===== config.mk =====
export PLATFORM = sky130hd
export DESIGN_NAME = vrf_read_pipe_mc_flat
export DESIGN_NICKNAME = d
export VERILOG_FILES = /design/src/rtl/vrf_read_pipe_pkg.sv /design/src/rtl/vrf_read_pipe_mc_if.sv /design/src/rtl/vrf_read_pipe_fifo.sv /design/src/rtl/vrf_read_pipe_mc.sv /design/src/flat_wrapper.sv
export SDC_FILE = /design/constraint.sdc
export NUM_CORES = 1
export LEC_CHECK = 0
export CAP_MARGIN = 30
export CELL_PAD_IN_SITES_DETAIL_PLACEMENT = 2
export CELL_PAD_IN_SITES_GLOBAL_PLACEMENT = 2
export CORE_MARGIN = 1.5
export CORE_UTILIZATION = 30
export CTS_CLUSTER_DIAMETER = 40
export DETAILED_ROUTE_END_ITERATION = 10
export PLACE_DENSITY = 0.68
export SYNTH_ARGS = -nofsm -noshare
export SYNTH_HDL_FRONTEND = slang
export SYNTH_SLANG_ARGS = --single-unit

===== constraint.sdc =====
create_clock -name clock -period 9.5 [get_ports clock]
set_input_delay 0.95 -clock clock [delete_from_list [all_inputs] [get_ports clock]]
set_output_delay 0.95 -clock clock [all_outputs]
set_load 0.02 [all_outputs]

===== src/rtl/vrf_read_pipe_pkg.sv =====
// vrf_read_pipe_pkg: shared widths, tag/request structs and credit sizing for vrf_read_pipe_mc.
package vrf_read_pipe_pkg;
    localparam int VS_W = 5;
    localparam int OFFSET_W = 6;
    localparam int IDX_W = 3;
    localparam int SRC_W = 2;
    localparam int QUEUE_DEPTH_DEF = 4;
    localparam int CREDIT_W = $clog2(QUEUE_DEPTH_DEF + 1);
    typedef struct packed {
        logic valid;
        logic [SRC_W-1:0] ch;
    } tag_t;
    typedef struct packed {
        logic [VS_W-1:0] vs;
        logic [OFFSET_W-1:0] offset;
        logic [IDX_W-1:0] idx;
    } req_t;
    function automatic int credit_w(input int depth);
        return $clog2(depth + 1);
    endfunction
endpackage


===== src/rtl/vrf_read_pipe_mc_if.sv =====
// vrf_read_pipe_mc_if: request, VRF port and result signals of vrf_read_pipe_mc.
interface vrf_read_pipe_mc_if #(parameter int NUM_CH = 2, parameter int DATA_W = 32);
    import vrf_read_pipe_pkg::*;
    logic [NUM_CH-1:0] enq_valid;
    logic [NUM_CH-1:0] enq_ready;
    logic [NUM_CH*VS_W-1:0] enq_vs;
    logic [NUM_CH*OFFSET_W-1:0] enq_offset;
    logic [NUM_CH*IDX_W-1:0] enq_instructionIndex;
    logic vrfReadRequest_ready;
    logic vrfReadRequest_valid;
    logic [VS_W-1:0] vrfReadRequest_bits_vs;
    logic [OFFSET_W-1:0] vrfReadRequest_bits_offset;
    logic [SRC_W-1:0] vrfReadRequest_bits_readSource;
    logic [IDX_W-1:0] vrfReadRequest_bits_instructionIndex;
    logic [DATA_W-1:0] vrfReadResult;
    logic [NUM_CH-1:0] deq_valid;
    logic [NUM_CH-1:0] deq_ready;
    logic [NUM_CH*DATA_W-1:0] deq_bits;
    modport slave (
        input enq_valid, enq_vs, enq_offset, enq_instructionIndex, vrfReadRequest_ready,
              vrfReadResult, deq_ready,
        output enq_ready, vrfReadRequest_valid, vrfReadRequest_bits_vs, vrfReadRequest_bits_offset,
               vrfReadRequest_bits_readSource, vrfReadRequest_bits_instructionIndex, deq_valid, deq_bits
    );
    modport master (
        output enq_valid, enq_vs, enq_offset, enq_instructionIndex, vrfReadRequest_ready,
               vrfReadResult, deq_ready,
        input enq_ready, vrfReadRequest_valid, vrfReadRequest_bits_vs, vrfReadRequest_bits_offset,
              vrfReadRequest_bits_readSource, vrfReadRequest_bits_instructionIndex, deq_valid, deq_bits
    );
endinterface


===== src/rtl/vrf_read_pipe_fifo.sv =====
// vrf_read_pipe_fifo: show-ahead per-channel result FIFO, no write-to-read bypass.
// Define VRF_READ_PIPE_MC_ASSERT_EN to check for pushes into a full FIFO.
module vrf_read_pipe_fifo #(
    parameter int DATA_W = 32,
    parameter int QUEUE_DEPTH = 4
) (
    input  logic clock,
    input  logic reset,
    input  logic push,
    input  logic [DATA_W-1:0] din,
    input  logic pop,
    output logic valid,
    output logic [DATA_W-1:0] dout
);
    localparam int PW = QUEUE_DEPTH > 1 ? $clog2(QUEUE_DEPTH) : 1;
    localparam int CW = $clog2(QUEUE_DEPTH + 1);
    logic [DATA_W-1:0] mem [QUEUE_DEPTH];
    logic [PW-1:0] wr, rd;
    logic [CW-1:0] cnt;
    always_ff @(posedge clock or posedge reset) begin
        if (reset) begin
            wr <= '0;
            rd <= '0;
            cnt <= '0;
        end else begin
            if (push) wr <= (wr == PW'(QUEUE_DEPTH - 1)) ? '0 : wr + 1'b1;
            if (pop) rd <= (rd == PW'(QUEUE_DEPTH - 1)) ? '0 : rd + 1'b1;
            cnt <= cnt + CW'(push) - CW'(pop);
        end
    end
    always_ff @(posedge clock) begin
        if (push) mem[wr] <= din;
    end
    assign valid = cnt != '0;
    assign dout = mem[rd];
`ifdef VRF_READ_PIPE_MC_ASSERT_EN
    always @(posedge clock) begin
        if (!reset) assert (!(push && cnt == CW'(QUEUE_DEPTH))) else $error("fifo push while full");
    end
`endif
endmodule


===== src/rtl/vrf_read_pipe_mc.sv =====
// vrf_read_pipe_mc: round-robin shared VRF read port with tag-steered, credit-guarded result FIFOs.
// Define VRF_READ_PIPE_MC_ASSERT_EN for credit, one-hot and upstream-stability checks.
module vrf_read_pipe_mc
    import vrf_read_pipe_pkg::*;
#(
    parameter int NUM_CH = 2,
    parameter int DATA_W = 32,
    parameter int READ_LATENCY = 2,
    parameter int QUEUE_DEPTH = 4
) (
    input logic clock,
    input logic reset,
    vrf_read_pipe_mc_if.slave io
);
    localparam int CW = credit_w(QUEUE_DEPTH);
    logic [CW-1:0] credit [NUM_CH];
    logic [NUM_CH-1:0] eligible, push, pop, take;
    logic [SRC_W-1:0] ptr, grant;
    logic fire;
    int best;
    tag_t tags [READ_LATENCY];
    req_t req [NUM_CH];
    req_t sel;
    // Rotating priority: smallest distance from ptr wins among eligible channels.
    always_comb begin
        eligible = '0;
        grant = '0;
        best = NUM_CH;
        sel = '0;
        for (int c = 0; c < NUM_CH; c++) begin
            eligible[c] = io.enq_valid[c] & (credit[c] != '0);
            req[c] = '{vs: io.enq_vs[c*VS_W +: VS_W], offset: io.enq_offset[c*OFFSET_W +: OFFSET_W],
                       idx: io.enq_instructionIndex[c*IDX_W +: IDX_W]};
            if (eligible[c] && ((c >= int'(ptr)) ? c - int'(ptr) : c + NUM_CH - int'(ptr)) < best) begin
                best = (c >= int'(ptr)) ? c - int'(ptr) : c + NUM_CH - int'(ptr);
                grant = SRC_W'(c);
            end
        end
        for (int c = 0; c < NUM_CH; c++) sel = (grant == SRC_W'(c)) ? req[c] : sel;
    end
    assign io.vrfReadRequest_valid = |eligible;
    assign fire = io.vrfReadRequest_valid & io.vrfReadRequest_ready;
    assign io.vrfReadRequest_bits_vs = sel.vs;
    assign io.vrfReadRequest_bits_offset = sel.offset;
    assign io.vrfReadRequest_bits_instructionIndex = sel.idx;
    assign io.vrfReadRequest_bits_readSource = grant;
    always_comb begin
        take = '0;
        push = '0;
        for (int c = 0; c < NUM_CH; c++) begin
            take[c] = fire & (grant == SRC_W'(c));
            push[c] = tags[READ_LATENCY-1].valid & (tags[READ_LATENCY-1].ch == SRC_W'(c));
        end
    end
    assign io.enq_ready = take;
    assign pop = io.deq_valid & io.deq_ready;
    always_ff @(posedge clock or posedge reset) begin
        if (reset) begin
            ptr <= '0;
            for (int i = 0; i < READ_LATENCY; i++) tags[i] <= '0;
            for (int c = 0; c < NUM_CH; c++) credit[c] <= CW'(QUEUE_DEPTH);
        end else begin
            if (fire) ptr <= (int'(grant) == NUM_CH - 1) ? '0 : grant + 1'b1;
            tags[0] <= '{valid: fire, ch: grant};
            for (int i = 1; i < READ_LATENCY; i++) tags[i] <= tags[i-1];
            for (int c = 0; c < NUM_CH; c++) credit[c] <= credit[c] + CW'(pop[c]) - CW'(take[c]);
        end
    end
    for (genvar c = 0; c < NUM_CH; c++) begin : g_ch
        vrf_read_pipe_fifo #(.DATA_W(DATA_W), .QUEUE_DEPTH(QUEUE_DEPTH)) u_fifo (
            .clock(clock),
            .reset(reset),
            .push(push[c]),
            .din(io.vrfReadResult),
            .pop(pop[c]),
            .valid(io.deq_valid[c]),
            .dout(io.deq_bits[c*DATA_W +: DATA_W])
        );
    end
`ifdef VRF_READ_PIPE_MC_ASSERT_EN
    logic stall_q;
    logic [SRC_W-1:0] grant_q;
    req_t sel_q;
    always_ff @(posedge clock or posedge reset) begin
        if (reset) stall_q <= 1'b0;
        else stall_q <= io.vrfReadRequest_valid & ~io.vrfReadRequest_ready;
        grant_q <= grant;
        sel_q <= sel;
    end
    always @(posedge clock) begin
        if (!reset) begin
            assert ($onehot0(io.enq_ready)) else $error("multiple enq_ready");
            for (int c = 0; c < NUM_CH; c++) begin
                assert (!(credit[c] == CW'(QUEUE_DEPTH) && pop[c] && !take[c])) else $error("credit overflow ch%0d", c);
                assert (!(credit[c] == '0 && take[c])) else $error("credit underflow ch%0d", c);
            end
            if (stall_q) assert (io.vrfReadRequest_valid && grant == grant_q && sel == sel_q)
                else $error("granted request changed while stalled");
        end
    end
`endif
endmodule


===== src/flat_wrapper.sv =====
// flat-port wrapper written by rule: the top's interface ports become plain ports
module vrf_read_pipe_mc_flat import vrf_read_pipe_pkg::*;
#(
    parameter int NUM_CH = 2,
    parameter int DATA_W = 32,
    parameter int READ_LATENCY = 2,
    parameter int QUEUE_DEPTH = 4
)
  (clock, reset, io_enq_valid, io_enq_vs, io_enq_offset, io_enq_instructionIndex, io_vrfReadRequest_ready, io_vrfReadResult, io_deq_ready, io_enq_ready, io_vrfReadRequest_valid, io_vrfReadRequest_bits_vs, io_vrfReadRequest_bits_offset, io_vrfReadRequest_bits_readSource, io_vrfReadRequest_bits_instructionIndex, io_deq_valid, io_deq_bits);
  vrf_read_pipe_mc_if #(.NUM_CH(NUM_CH), .DATA_W(DATA_W)) io_i ();
  input logic clock;
  input logic reset;
  input wire logic [$bits(io_i.enq_valid)-1:0] io_enq_valid;
  input wire logic [$bits(io_i.enq_vs)-1:0] io_enq_vs;
  input wire logic [$bits(io_i.enq_offset)-1:0] io_enq_offset;
  input wire logic [$bits(io_i.enq_instructionIndex)-1:0] io_enq_instructionIndex;
  input wire logic [$bits(io_i.vrfReadRequest_ready)-1:0] io_vrfReadRequest_ready;
  input wire logic [$bits(io_i.vrfReadResult)-1:0] io_vrfReadResult;
  input wire logic [$bits(io_i.deq_ready)-1:0] io_deq_ready;
  output wire logic [$bits(io_i.enq_ready)-1:0] io_enq_ready;
  output wire logic [$bits(io_i.vrfReadRequest_valid)-1:0] io_vrfReadRequest_valid;
  output wire logic [$bits(io_i.vrfReadRequest_bits_vs)-1:0] io_vrfReadRequest_bits_vs;
  output wire logic [$bits(io_i.vrfReadRequest_bits_offset)-1:0] io_vrfReadRequest_bits_offset;
  output wire logic [$bits(io_i.vrfReadRequest_bits_readSource)-1:0] io_vrfReadRequest_bits_readSource;
  output wire logic [$bits(io_i.vrfReadRequest_bits_instructionIndex)-1:0] io_vrfReadRequest_bits_instructionIndex;
  output wire logic [$bits(io_i.deq_valid)-1:0] io_deq_valid;
  output wire logic [$bits(io_i.deq_bits)-1:0] io_deq_bits;
  assign io_i.enq_valid = io_enq_valid;
  assign io_i.enq_vs = io_enq_vs;
  assign io_i.enq_offset = io_enq_offset;
  assign io_i.enq_instructionIndex = io_enq_instructionIndex;
  assign io_i.vrfReadRequest_ready = io_vrfReadRequest_ready;
  assign io_i.vrfReadResult = io_vrfReadResult;
  assign io_i.deq_ready = io_deq_ready;
  assign io_enq_ready = io_i.enq_ready;
  assign io_vrfReadRequest_valid = io_i.vrfReadRequest_valid;
  assign io_vrfReadRequest_bits_vs = io_i.vrfReadRequest_bits_vs;
  assign io_vrfReadRequest_bits_offset = io_i.vrfReadRequest_bits_offset;
  assign io_vrfReadRequest_bits_readSource = io_i.vrfReadRequest_bits_readSource;
  assign io_vrfReadRequest_bits_instructionIndex = io_i.vrfReadRequest_bits_instructionIndex;
  assign io_deq_valid = io_i.deq_valid;
  assign io_deq_bits = io_i.deq_bits;
  vrf_read_pipe_mc #(.NUM_CH(NUM_CH), .DATA_W(DATA_W), .READ_LATENCY(READ_LATENCY), .QUEUE_DEPTH(QUEUE_DEPTH)) u_core (.clock(clock), .reset(reset), .io(io_i));
endmodule

==> reports/results.txt, run 1 <==
Run status: finished, final reports clean
Worst slew slack as a fraction of its limit: 36.03%
Critical path data required time: 8550 ps
Largest incremental delay on the critical path: 550 ps
Cts-stage hold buffer count: 0
Path type of the worst setup path: input port to output port
Initial core utilization: 30.48%
Synthesized flop and latch total: 281
Post-Layout Cell Count: 1,171
Number of global-route vias before repair: 6,290
Final Routed Wirelength: 26,970 um
Number of buffers created by CTS: 45
Total power per unit cell area: 315.1 nW/um^2
Mean Syn Cell Area: 22.36 um^2
Share of post-route cells with drive strength above 1: 25.77%
Number of nets in the final layout: 766
Total number of clock tree sinks: 281
Overall die width: 193.1 um
Origin of the worst min-delay path: u_core.tags[5]$_DFF_PP0_
Post-route antenna net violation count: 0
Post-CTS clock slew at the launch and capture registers of the worst setup and hold paths: 50 ps
Top Ports: 152
Chain of cells forming the critical path: clkdlybuf4s50_1, or2b_1, inv_1, ha_1, a2111oi_4, o21ai_4, mux2_2, clkdlybuf4s50_1
Clock root cell: clkbuf_16
Number of port buffers: 150
Largest fanout on the critical path: 18
Cts repair resizes: 0
Most common cell type on the critical path: clkdlybuf4s50_1
Leading post-synthesis cells by cell area: edfxtp_1 (71%), mux4_2 (13%), dfrtp_1 (5.3%)
Tot GR Track Use: 15.12%
Share of synthesized area occupied by flip-flops and latches: 76.69%
Clk Latency, worst-skew pair: 540 ps
Unique masters post-synth: 35
Most frequent standard cell in the layout excluding fill and tap cells: edfxtp_1
Time the final worst path needs with I/O delays and setup: 4509 ps
Post-synth design cell area: 10,840 um^2
Initial antenna violation count: 0
Endpoint class of the critical path: output port
Number of max-slew violations in the final report: 0
Dominant cell type by area after synthesis: edfxtp_1
Area share of the largest cell type after synthesis: 70.90%
Highest-count cells in the layout ignoring fill and taps: edfxtp_1 (256), clkdlybuf4s50_1 (150), mux4_2 (64), clkbuf_16 (47), inv_1 (28)
Transition time of the tightest slew-check pin: 959.6 ps
Die Footprint: 37,290 um^2
Maxcap violations: 0
Half-perimeter wire length after placement: 16,910 um
Number of warning messages in the yosys log: 0
Startpoint of the worst register-to-register path: u_core.credit[3]$_DFF_PP0_
Post CTS Setup Buffer Count: 0
Top achievable clock speed: 221.8 MHz
Relative area change from synthesis to final layout: 34.43%
First-pass GRT wire length: 40,440 um
Average routed wire per standard cell: 23.03 um
Placement Rows: 69
Unrepaired setup endpoints after global routing: false
Final Hold Viols: 0
Element type at the critical path start: input port
Via density: 4.599
Slowest-stage cell, CP: clkdlybuf4s50_1
Number of diodes added for antenna fixing: 0
Worst Reg2Reg Path Length in Cells: 13
Worst Setup SP: io_enq_valid[0]
CTS tree: built
Post-route DRC: 0
Path type of the worst min-delay path: register to register
H-tree lvl count: 2
Worst hold stages: 0
Data arrival at the endpoint of the critical path: 3560 ps
Accumulated negative setup slack: 0 ps
Worst IR drop on VDD: 0.0001830 V
First drt pass iteration count: 4
Final Cycle Share: 47.46%
Die height: 193.1 um
Max Buffers Root-to-Sink: 3
Total global routing overflow: 0
Setup violation total in the final timing report: 0
Largest net degree at the start of global routing: 35
Number of DRC markers after the initial detailed-route iteration: 226
Number of placed instances, taps included: 1,088
Leakage power total: 4.998 nW
Weighted congestion reported at the end of routability-driven placement: 0.6812
Via count: 5,385
Floorplan Core Area: 35,570 um^2
Clock Skews: 8.653 ps
Syn Inst Count: 485
## layout make-up
type	count	area (um^2)
repair buffers	162	1754
clock inverters	28	275.3
clock buffers	54	1212
flip-flops and latches	281	8320
fillers	3319	20990
inverters	28	105.1
well taps	461	576.8
multi-input cells	157	2332
## worst max-delay path, delay by kind of cell
family | cells | cell delay, ps
fa+ha+maj | 1 | 190
compound gates | 2 | 610
simple gates | 1 | 280
buf+inv | 3 | 1120
mux | 1 | 400
## synth_stat cells
cell,instances
nor3_1,3
xor2_1,1
mux2_4,6
dfstp_2,2
buf_4,3
nor2b_1,2
or2b_1,1
a21oi_1,1
and2_1,5
ha_1,20
buf_2,8
buf_6,1
o31ai_1,1
a2111oi_4,1
a31oi_1,1
o22a_1,1
o21ai_4,1
mux4_2,64
conb_1,2
nor2_1,2
edfxtp_1,256
fa_1,4
nand2b_1,1
buf_1,1
mux2_2,10
xnor2_1,7
nand2_2,1
clkbuf_1,8
or3_1,3
and3_1,4
nand2_1,7
dfrtp_1,23
o21ai_0,4
a21o_1,2
inv_1,28
## registers in the layout (all words and copies together), names as in the netlist
signal	cells
u_core.credit	6
u_core.ptr	1
u_core.g_ch.u_fifo.cnt	6
u_core.g_ch.u_fifo.mem	256
u_core.tags	4
u_core.g_ch.u_fifo.wr	4
u_core.g_ch.u_fifo.rd	4
## per-layer routing
layer / wire, um / global-route usage [%] / vias to the layer above
met5: 0 / 0 / -
met4: 438 / 3.846 / 0
met3: 1568 / 4.308 / 35
met2: 13890 / 26.11 / 171
met1: 11080 / 18.64 / 2838
li1: - / - / 2341
## kinds of logic (layout without fill, tap and decap cells)
group / Yosys count / in the layout / synth area share [%]
fa+ha+maj: 24 / 24 / 3.046
other cells: 2 / 4 / 0.06926
flops: 281 / 281 / 76.69
xor+xnor: 8 / 8 / 0.6462
simple gates: 29 / 29 / 1.443
mux: 80 / 80 / 15.16
compound gates: 12 / 12 / 0.9809
buf+inv: 49 / 272 / 1.962
## metrics by stage
step	worst slack [ps]	util, %	cell area [um^2]	hold WS, ps	power [W]
after floorplan	5915	-	10850	331.2	0.002411
after global placement	5089	36.13	12850	339.6	0.002958
after detailed placement	4940	36.74	13070	338.7	0.003047
after CTS	4958	40.92	14560	350.0	0.004684
after global routing	4854	40.98	14580	366.4	0.004819
final	4991	40.98	14580	348.6	0.004593
## final timing paths
| check | slack, ps | end |
|---|---|---|
| setup / recovery | 4990 | io_vrfReadRequest_bits_instructionIndex[1] |
| hold / removal | 350 | u_core.tags[2]$_DFF_PP0_ |
| setup reg to reg | 6050 | u_core.credit[5]$_DFF_PP1_ |
| hold reg to reg | 350 | u_core.tags[2]$_DFF_PP0_ |
| max in group asynchronous | 8420 | u_core.credit[5]$_DFF_PP1_ |
| min in group asynchronous | 620 | u_core.credit[0]$_DFF_PP0_ |
## where the power goes
group | switching, W | internal, W | leakage (nW) | total (W)
logic | 0.000645 | 0.000685 | 1.66 | 0.00133
clock network | 0.000598 | 0.00101 | 0.725 | 0.00160
registers | 0.000153 | 0.00151 | 2.61 | 0.00166
total | 0.00140 | 0.00320 | 5.00 | 0.00459
Note: power is estimated with default switching activity, not from simulation.
==> inputs of run 2 (changes only) <==
Clock period 9.5 ns to 4.2 ns, I/O delays scaled along.
==> run 2 against run 1 <==
Sequential power up 120%; setup slack worse by 4500 ps; largest power group is now clock; hold slack worse by 230 ps; cell count about the same.
==> reports/results.txt, run 2 (synthesized netlist as in run 1, its figures left out) <==
Worst IR drop on VDD: 0.0003132 V
Half-perimeter wire length after placement: 16,890 um
Initial core utilization: 30.48%
Startpoint of the worst register-to-register path: u_core.credit[3]$_DFF_PP0_
Max Buffers Root-to-Sink: 3
Number of DRC markers after the initial detailed-route iteration: 296
First-pass GRT wire length: 38,690 um
Unrepaired setup endpoints after global routing: false
Die height: 193.1 um
Total power per unit cell area: 718.2 nW/um^2
Largest fanout on the critical path: 18
Final Routed Wirelength: 25,800 um
Largest incremental delay on the critical path: 550 ps
Via density: 4.616
Kind of cell with the highest combined delay on the critical path: buffers and inverters
Highest-count cells in the layout ignoring fill and taps: edfxtp_1 (256), clkdlybuf4s50_1 (150), mux4_2 (64), clkbuf_16 (44), inv_1 (28)
Post-CTS clock slew at the launch and capture registers of the worst setup and hold paths: 50 ps
Share of post-route cells with drive strength above 1: 25.81%
Leakage power total: 5.035 nW
Clock Skews: 14.75 ps
Initial antenna violation count: 1
First drt pass iteration count: 4
Critical path data required time: 3780 ps
Register ranked first by flip-flop count: u_core.g_ch.u_fifo.mem
Slowest-stage cell, CP: clkdlybuf4s50_1
Largest net degree at the start of global routing: 28
Via count: 5,401
Number of nets in the final layout: 765
Number of port buffers: 150
Relative area change from synthesis to final layout: 35.33%
Placement Rows: 69
Path type of the worst min-delay path: input port to asynchronous set/reset pin
Slack of the critical path: 501.7 ps
Most frequent standard cell in the layout excluding fill and tap cells: edfxtp_1
Total number of clock tree sinks: 281
Number of global-route vias before repair: 6,289
Element type at the critical path start: register
Combinational group share of total power: 29.4%
Tot Pwr: 0.01054 W
Sequential Power Share: 35.0%
Endpoint class of the critical path: output port
Cts-stage hold buffer count: 0
H-tree lvl count: 2
Switching share of total power: 29.55%
Data arrival at the endpoint of the critical path: 3280 ps
Run status: finished, final reports clean
Maxcap violations: 0
Average routed wire per standard cell: 22.05 um
Minimum hold slack: 118.2 ps
Top Ports: 152
Weighted congestion reported at the end of routability-driven placement: 0.6868
Number of max-slew violations in the final report: 0
Post CTS Setup Buffer Count: 0
Place WS: 595.5 ps
Final Hold Viols: 0
Proportion of power drawn by the clock network: 35.5%
Tot GR Track Use: 14.18%
Setup violation total in the final timing report: 0
Chain of cells forming the critical path: nor3_1, or2b_1, inv_1, ha_1, a2111oi_4, o21ai_4, mux2_4, clkdlybuf4s50_1
Path type of the worst setup path: register to output port
Biggest regs: u_core.g_ch.u_fifo.mem (256), u_core.credit (6), u_core.g_ch.u_fifo.cnt (6)
Max FFs per register: 256
Worst Setup SP: u_core.credit[3]$_DFF_PP0_
Pint: 0.007425 W
Post-route DRC: 0
Clk Latency, worst-skew pair: 530 ps
Power dissipated by switching net loads: 0.003114 W
Total global routing overflow: 0
Cts repair resizes: 0
Floorplan Core Area: 35,570 um^2
Clock root cell: clkbuf_16
Overall die width: 193.1 um
Number of diodes added for antenna fixing: 0
Accumulated negative setup slack: 0 ps
Die Footprint: 37,290 um^2
Time the final worst path needs with I/O delays and setup: 3698 ps
Worst slew slack as a fraction of its limit: 51.07%
Transition time of the tightest slew-check pin: 733.9 ps
Top achievable clock speed: 270.4 MHz
Buffer and inverter count on the worst path: 2
Final Cycle Share: 88.05%
Number of buffers created by CTS: 43
CTS tree: built
Filler instances: 3,374
Post-route antenna net violation count: 0
run 2: changes by cell type in the layout (fill, tap and decap cells not counted), moves of 3 or more:
cell	delta
clkinv_1	+3
buf_12	+3
clkbuf_1	-4
bufinv_16	+5
clkbuf_16	-3
run 2: final timing paths:
| path | cells after the start | to | slack (ps) |
|---|---|---|---|
| hold / removal | 2 | u_core.credit[0]$_DFF_PP0_ | 120 |
| setup / recovery | 8 | io_vrfReadRequest_bits_vs[2] | 500 |
| min in group clock | 0 | u_core.tags[2]$_DFF_PP0_ | 350 |
| setup reg to reg | 13 | u_core.credit[5]$_DFF_PP1_ | 820 |
| max in group asynchronous | 3 | u_core.credit[5]$_DFF_PP1_ | 3620 |
| hold reg to reg | 0 | u_core.tags[2]$_DFF_PP0_ | 350 |
run 2: per-layer routing:
metal  up-vias  wire length (um)  share of wire, %  track usage, %
met5         -                15             0.058               0
met4         2               452               1.8           3.343
met3        48              1627               6.3           3.946
met2       165             13320                52           25.15
met1      2841             10390                40           17.06
li1       2345                 -                 -               -
run 2: layout make-up:
cell class                      count  area (um^2)  share of cell area, %
Inverter                           28        105.1                 0.7162
Sequential cell                   281         8320                  56.70
Tap cell                          461        576.8                  3.931
Clock inverter                     34        431.7                  2.942
Timing Repair Buffer              163         1799                  12.26
Multi-Input combinational cell    157         2332                  15.89
Clock buffer                       46         1109                  7.555
run 2: per-stage QoR:
stage	cell area, um^2	utilization [%]	instances
6_report	14670	41.26	1170
5_1_grt	14670	41.26	1170
4_1_cts	14670	41.26	1170
3_5_place_dp	13130	36.92	1090
3_3_place_gp	12880	36.20	1079
2_1_floorplan	10850	-	487
run 2: worst reg2reg max path, stage by stage, from the launching register on:
cell,delay (ps)
dfrtp_1,390
nor3_1,300
or2b_1,200
inv_1,70
ha_1,320
a2111oi_4,360
o21ai_4,230
and2_1,240
ha_1,270
inv_1,40
ha_1,180
fa_1,370
xnor2_1,180
xnor2_1,150
run 2: power by group through the flow:
stage	combinational [W]	clock, W	sequential (W)
4_1_cts	0.00320	0.00384	0.00372
3_5_place_dp	0.00318	0	0.00376
2_1_floorplan	0.00191	0	0.00355
3_3_place_gp	0.00288	0	0.00384
5_1_grt	0.00335	0.00395	0.00375
6_report	0.00310	0.00375	0.00369
